### src/rtl/combat_health_ctrl.sv
// rtl/combat_health_ctrl.sv - per-player attack sequencer, hit/damage bookkeeping and game-over latch
module combat_health_ctrl #(
  parameter int TICK_DIV      = 1666667,
  parameter int WINDUP_TICKS  = 6,
  parameter int ACTIVE_TICKS  = 4,
  parameter int RECOVER_TICKS = 10,
  parameter int DAMAGE        = 3,
  parameter int MAX_HEALTH    = 31
) (
  input  logic       clk,
  input  logic       reset,
  input  logic       p1_attack,
  input  logic       p2_attack,
  input  logic       p1_collide,
  input  logic       p2_collide,
  input  logic       round_restart,
  output logic [4:0] health_l,
  output logic [4:0] health_r,
  output logic [1:0] p1_state,
  output logic [1:0] p2_state,
  output logic       game_over,
  output logic [1:0] winner,
  output logic       tick
);

  localparam logic [1:0] S_IDLE    = 2'b00;
  localparam logic [1:0] S_WINDUP  = 2'b01;
  localparam logic [1:0] S_ACTIVE  = 2'b10;
  localparam logic [1:0] S_RECOVER = 2'b11;

  localparam int            CW        = (TICK_DIV > 2) ? $clog2(TICK_DIV) : 1;
  localparam logic [CW-1:0] TICK_LAST = CW'(TICK_DIV - 1);
  localparam logic [4:0]    W_LAST    = 5'(WINDUP_TICKS - 1);
  localparam logic [4:0]    A_LAST    = 5'(ACTIVE_TICKS - 1);
  localparam logic [4:0]    R_LAST    = 5'(RECOVER_TICKS - 1);
  localparam logic [4:0]    DMG       = 5'(DAMAGE);
  localparam logic [4:0]    HMAX      = 5'(MAX_HEALTH);

  logic [CW-1:0]     cnt_q, cnt_d;
  logic [1:0][2:0]   sy_q, sy_d;
  logic [1:0][1:0]   st_q, st_d;
  logic [1:0][4:0]   tmr_q, tmr_d;
  logic [1:0]        hd_q, hd_d;
  logic [4:0]        hl_q, hl_d, hr_q, hr_d;
  logic              go_q, go_d;
  logic [1:0]        win_q, win_d;

  logic              tick_c;
  logic              contact;
  logic [1:0]        btn;
  logic [1:0]        press;
  logic [1:0]        hit;
  logic [1:0][4:0]   last;

  assign tick_c = (cnt_q == TICK_LAST);

  always_comb begin
    cnt_d   = tick_c ? '0 : cnt_q + 1'b1;
    contact = p1_collide | p2_collide;
    btn     = {p2_attack, p1_attack};
    go_d    = go_q;
    win_d   = win_q;
    hl_d    = hl_q;
    hr_d    = hr_q;
    for (int i = 0; i < 2; i++) begin
      // sy[0..1] synchronise, sy[2] holds the previous synchronised level for edge detect
      sy_d[i]  = {sy_q[i][1:0], btn[i]};
      press[i] = sy_q[i][1] & ~sy_q[i][2];
      hit[i]   = (st_q[i] == S_ACTIVE) & contact & ~hd_q[i] & ~go_q;
      st_d[i]  = st_q[i];
      tmr_d[i] = tmr_q[i];
      hd_d[i]  = hd_q[i] | hit[i];
      case (st_q[i])
        S_WINDUP: last[i] = W_LAST;
        S_ACTIVE: last[i] = A_LAST;
        default:  last[i] = R_LAST;
      endcase
      if (go_q) begin
        st_d[i]  = S_IDLE;
        tmr_d[i] = '0;
      end else if (st_q[i] == S_IDLE) begin
        if (press[i]) begin
          st_d[i]  = S_WINDUP;
          tmr_d[i] = '0;
          hd_d[i]  = 1'b0;
        end
      end else if (tick_c) begin
        if (tmr_q[i] == last[i]) begin
          st_d[i]  = st_q[i] + 2'd1;
          tmr_d[i] = '0;
        end else begin
          tmr_d[i] = tmr_q[i] + 5'd1;
        end
      end
    end
    if (hit[1]) hl_d = (hl_q > DMG) ? hl_q - DMG : 5'd0;
    if (hit[0]) hr_d = (hr_q > DMG) ? hr_q - DMG : 5'd0;
    if (!go_q && (hl_q == 5'd0 || hr_q == 5'd0)) begin
      go_d  = 1'b1;
      win_d = {hl_q == 5'd0, hr_q == 5'd0};
    end
    // a new round wipes everything except the free-running tick counter
    if (round_restart) begin
      sy_d  = '0;
      st_d  = '0;
      tmr_d = '0;
      hd_d  = '0;
      hl_d  = HMAX;
      hr_d  = HMAX;
      go_d  = 1'b0;
      win_d = 2'b00;
    end
  end

  always_ff @(posedge clk or negedge reset) begin
    if (!reset) begin
      cnt_q <= '0;
      sy_q  <= '0;
      st_q  <= '0;
      tmr_q <= '0;
      hd_q  <= '0;
      hl_q  <= HMAX;
      hr_q  <= HMAX;
      go_q  <= 1'b0;
      win_q <= 2'b00;
    end else begin
      cnt_q <= cnt_d;
      sy_q  <= sy_d;
      st_q  <= st_d;
      tmr_q <= tmr_d;
      hd_q  <= hd_d;
      hl_q  <= hl_d;
      hr_q  <= hr_d;
      go_q  <= go_d;
      win_q <= win_d;
    end
  end

  assign health_l  = hl_q;
  assign health_r  = hr_q;
  assign p1_state  = st_q[0];
  assign p2_state  = st_q[1];
  assign game_over = go_q;
  assign winner    = win_q;
  assign tick      = tick_c;

endmodule

### config.mk
export PLATFORM = sky130hd
export DESIGN_NAME = combat_health_ctrl
export DESIGN_NICKNAME = d
export VERILOG_FILES = /design/src/rtl/combat_health_ctrl.sv
export SDC_FILE = /design/constraint.sdc
export NUM_CORES = 1
export LEC_CHECK = 0
export ABC_AREA = 0
export CAP_MARGIN = 20
export CORE_UTILIZATION = 30
export CTS_CLUSTER_SIZE = 16
export DETAILED_ROUTE_END_ITERATION = 12
export GPL_TIMING_DRIVEN = 0
export PLACE_DENSITY = 0.49
export SLEW_MARGIN = 10
export SYNTH_ARGS = -nofsm -noshare
export SYNTH_HDL_FRONTEND = slang
export SYNTH_SLANG_ARGS = --single-unit
### constraint.sdc
create_clock -name clk -period 6.08 [get_ports clk]
set_input_delay 1.52 -clock clk [delete_from_list [all_inputs] [get_ports clk]]
set_output_delay 1.52 -clock clk [all_outputs]
set_load 0.03 [all_outputs]
==> run summary <==
======================================================================================
Total count of max-transition violations in the final report ............            0
DRC violations left .....................................................            0
Wirelength per Cell .....................................................      13.4 um
Pin count of the biggest net entering global routing ....................           57
Worst Path Class, Setup ................................................. flip-flop to primary output
Placed instance count ...................................................          460
Growth of design area from synthesis to finish ..........................        16.1%
Delay of the slowest cell on the worst path .............................       770 ps
Routability Congestion ..................................................        0.752
Path type of the worst min-delay path ................................... flip-flop to flip-flop
Minimum setup slack in the final design .................................      1310 ps
Power share of the combinational group ..................................        0.067
Final core area utilization .............................................        0.363
Total count of hold-check failures in the final report ..................            0
Synth Register Bits .....................................................           56
Internal power ..........................................................     0.472 mW
Post-synthesis area per instance ........................................     10.1 um2
Multiplexer fraction of the synthesized cell area .......................       0.0114
CTS resizes .............................................................            0
Highest-utilization routing layer at the global route stage .............         met2
Run status .............................................................. finished clean
TritonCTS clock tree ....................................................          yes
Max stage delay cell, worst path ........................................ clkdlybuf4s50_1
Worst slew pin tran .....................................................       725 ps
Initial Util ............................................................        0.312
Post-CTS setup buffers ..................................................            0
Cells on worst reg2reg path .............................................            8
Maximum Capacitance Violations ..........................................            0
Fraction of power consumed by sequential logic ..........................        0.607
Clock tree root buffer cell .............................................     clkbuf_8
Buffers from clock root to sink, at most ................................            2
Ant. Diodes .............................................................            0
Net count reported at finish ............................................          358
Combinational family with the most area after synthesis ................. simple AND/OR/NAND/NOR gates
Count of port buffers added during placement ............................           24
Final setup violating endpoints .........................................            0
Initial DRC count .......................................................           75
Worst rel slew slack ....................................................        0.516
Final Cycle Share .......................................................        0.784
Number of fill cells in the layout ......................................         1032
Post-route total power ..................................................     0.622 mW
Clock slew at the register clock pins of the worst setup and hold paths .       100 ps
Net switching share of the total power ..................................        0.242
Net count of the mapped netlist .........................................          326
Clock latency on the worst-skew pair ....................................       310 ps
Global-route track usage on met1 ........................................        0.175
Final critical delay including setup and external delays ................      4770 ps
Cell area after synthesis ...............................................  0.00307 mm2
Hold depth ..............................................................            1
M2 GR Usage .............................................................        0.221
Setup Skew ..............................................................      12.6 ps
Die extent in y .........................................................       103 um
Total detailed-routing wirelength .......................................      6260 um
Leading cell type in the layout, fill and taps excluded .................      dfrtp_1
Total track usage .......................................................        0.132
Net switching power of the design .......................................     0.150 mW
Simple-gate portion of the synthesized area .............................        0.244
# H-tree levels .........................................................            2
Critical path data required time ........................................      4560 ps
CTS Hold Buffers Added ..................................................            0
Clk network pwr share ...................................................        0.325
Number of detailed-routing iterations run before antenna repair .........            4
IO Count ................................................................           25
Peak Freq ...............................................................      210 MHz
Adder-cell area share of the yosys netlist ..............................       0.0653
Antenna violations before repair ........................................            0
Number of placement rows ................................................           36
Unrepaired setup endpoints after global routing .........................        false
Leakage dissipation .....................................................      1.53 nW
Via density per instance ................................................         4.92
Complex-gate fraction of the synthesized area ...........................        0.122
Vias in the first global route ..........................................         2291
Worst path arrival time .................................................      3250 ps
Most instantiated flip-flop cell in the synthesis netlist ...............      dfrtp_1
HPWL after detailed placement ...........................................      4440 um
Number of sinks driven by the clock tree ................................           56
Share of layout cells above drive strength 1 ............................        0.110
Global-route wire length before repair ..................................     11000 um
Endpoint type of the worst setup path ................................... primary output
Netlist cell types ......................................................           59
Worst Setup Slack post-DPL ..............................................      1660 ps
Number of synthesized flops with an enable pin ..........................            0
Final global-route overflow total .......................................            0
Asr flop ratio synth ....................................................         1.00
Commonest non-fill, non-tap cells in the layout ......................... dfrtp_1, nor2_1, clkdlybuf4s50_1, nand2_1, nand3_1
Cell-by-cell listing of the critical path ............................... inv_1, ha_1, nand3_1, or4_4, nor2_1, buf_2, buf_1, clkdlybuf4s50_1
Number of vias after detailed routing ...................................         2308
Cts bufs inserted .......................................................            5
Top fanout value on the critical path ...................................           10
Number of instances in the synthesized netlist ..........................          303
Largest voltage drop on the vdd net .....................................  0.0000724 V
Core ar. ................................................................  0.00982 mm2
Count of nets left with antenna violations after detail routing .........            0
Die width ...............................................................       103 um
Share of the synthesized netlist area taken by xor and xnor gates .......       0.0686
Post-route non-filler standard cell count ...............................          469
Element type at the critical path start .................................    flip-flop
Sequential cell area fraction in the yosys report .......................        0.461
Full die area ...........................................................   0.0106 mm2
Global-route track usage on met3 ........................................       0.0251
Ys Warns ................................................................            0
Setup TNS after final layout ............................................         0 ps
PwrDens .................................................................   175 mW/mm2
======================================================================================
-- metal layers --
layer  vias to the layer above  part of all wire
met5                         -                 0
met4                         0            0.0073
met3                         5             0.026
met2                        28              0.48
met1                      1118              0.49
li1                       1157                 -
-- state kept, by name, summed over array words and instances (netlist names) --
register,cells
p2_state,2
health_l,5
game_over,1
hd_q,2
winner,2
p1_state,2
health_r,5
cnt_q,21
tmr_q,10
sy_q,6
-- cell families (layout without fill, tap and decap cells) --
family / count (synthesis) / in the layout
AO/OA/AOI/OAI: 52 / 52
XOR/XNOR: 24 / 24
adder cells (fa/ha/maj): 16 / 16
buffers and inverters: 19 / 52
flip-flops: 56 / 56
multiplexers: 3 / 3
AND/OR/NAND/NOR: 133 / 133
-- cells in the mapped netlist (all sizes together) (3+ instances only) --
cell type / count / area share
dfrtp: 46 / 0.38
nor2: 24 / 0.029
nand3: 19 / 0.033
nand2: 18 / 0.022
nor3: 17 / 0.028
ha: 16 / 0.065
xnor2: 15 / 0.043
o21ai: 13 / 0.021
inv: 12 / 0.015
nor2b: 11 / 0.022
a21oi: 10 / 0.016
dfstp: 10 / 0.086
xor2: 9 / 0.026
nand4: 6 / 0.012
nand2b: 5 / 0.013
nand3b: 5 / 0.012
or4: 5 / 0.014
a211o: 4 / 0.011
and3: 4 / 0.010
buf: 4 / 0.0053
nor4b: 4 / 0.011
a21o: 3 / 0.0082
a221o: 3 / 0.0098
a311oi: 3 / 0.0086
clkbuf: 3 / 0.0069
nor3b: 3 / 0.0073
nor4: 3 / 0.0061
o31ai: 3 / 0.0073
o41ai: 3 / 0.011
-- critical path, delay by kind of cell (launching register included) --
kind	cells	cell delay [ps]
buffers and inverters	4	1540
AND/OR/NAND/NOR	3	820
flip-flops	1	430
adder cells (fa/ha/maj)	1	160
-- power by group through the flow --
stage | combinational (mW) | sequential, mW | clock, mW
2_1_floorplan | 0.0205 | 0.387 | 0
3_5_place_dp | 0.0431 | 0.385 | 0
6_report | 0.0420 | 0.378 | 0.202
4_1_cts | 0.0432 | 0.378 | 0.216
3_3_place_gp | 0.0435 | 0.385 | 0
5_1_grt | 0.0480 | 0.378 | 0.229
-- through the flow --
stage | hold WS, ps | instance area, um2
finish | 474 | 3560
global route | 488 | 3560
detailed placement | 458 | 3470
floorplan | 437 | 3070
CTS | 480 | 3550
global placement | 457 | 3470
-- layout make-up --
cell class	count	area, um2	share of cell area
multi-input cells	228	1570	0.441
flip-flops and latches	56	1410	0.397
repair buffers	25	243	0.0682
well taps	133	166	0.0467
clock buffers	6	72.6	0.0204
inverters	12	45.0	0.0127
plain buffers	7	37.5	0.0105
clock inverters	2	12.5	0.00351
-- final timing paths --
check / start / end / slack [ps]
hold / removal: sy_q[0]$_DFF_PN0_ / sy_q[1]$_DFF_PN0_ / 470
max in group asynchronous: reset / cnt_q[3]$_DFF_PN0_ / 4330
setup reg to reg: cnt_q[0]$_DFF_PN0_ / cnt_q[3]$_DFF_PN0_ / 3680
setup / recovery: cnt_q[0]$_DFF_PN0_ / tick / 1310
hold reg to reg: sy_q[0]$_DFF_PN0_ / sy_q[1]$_DFF_PN0_ / 470
min in group asynchronous: reset / hd_q[1]$_DFF_PN0_ / 1250
(Power assumes the default switching activity.)
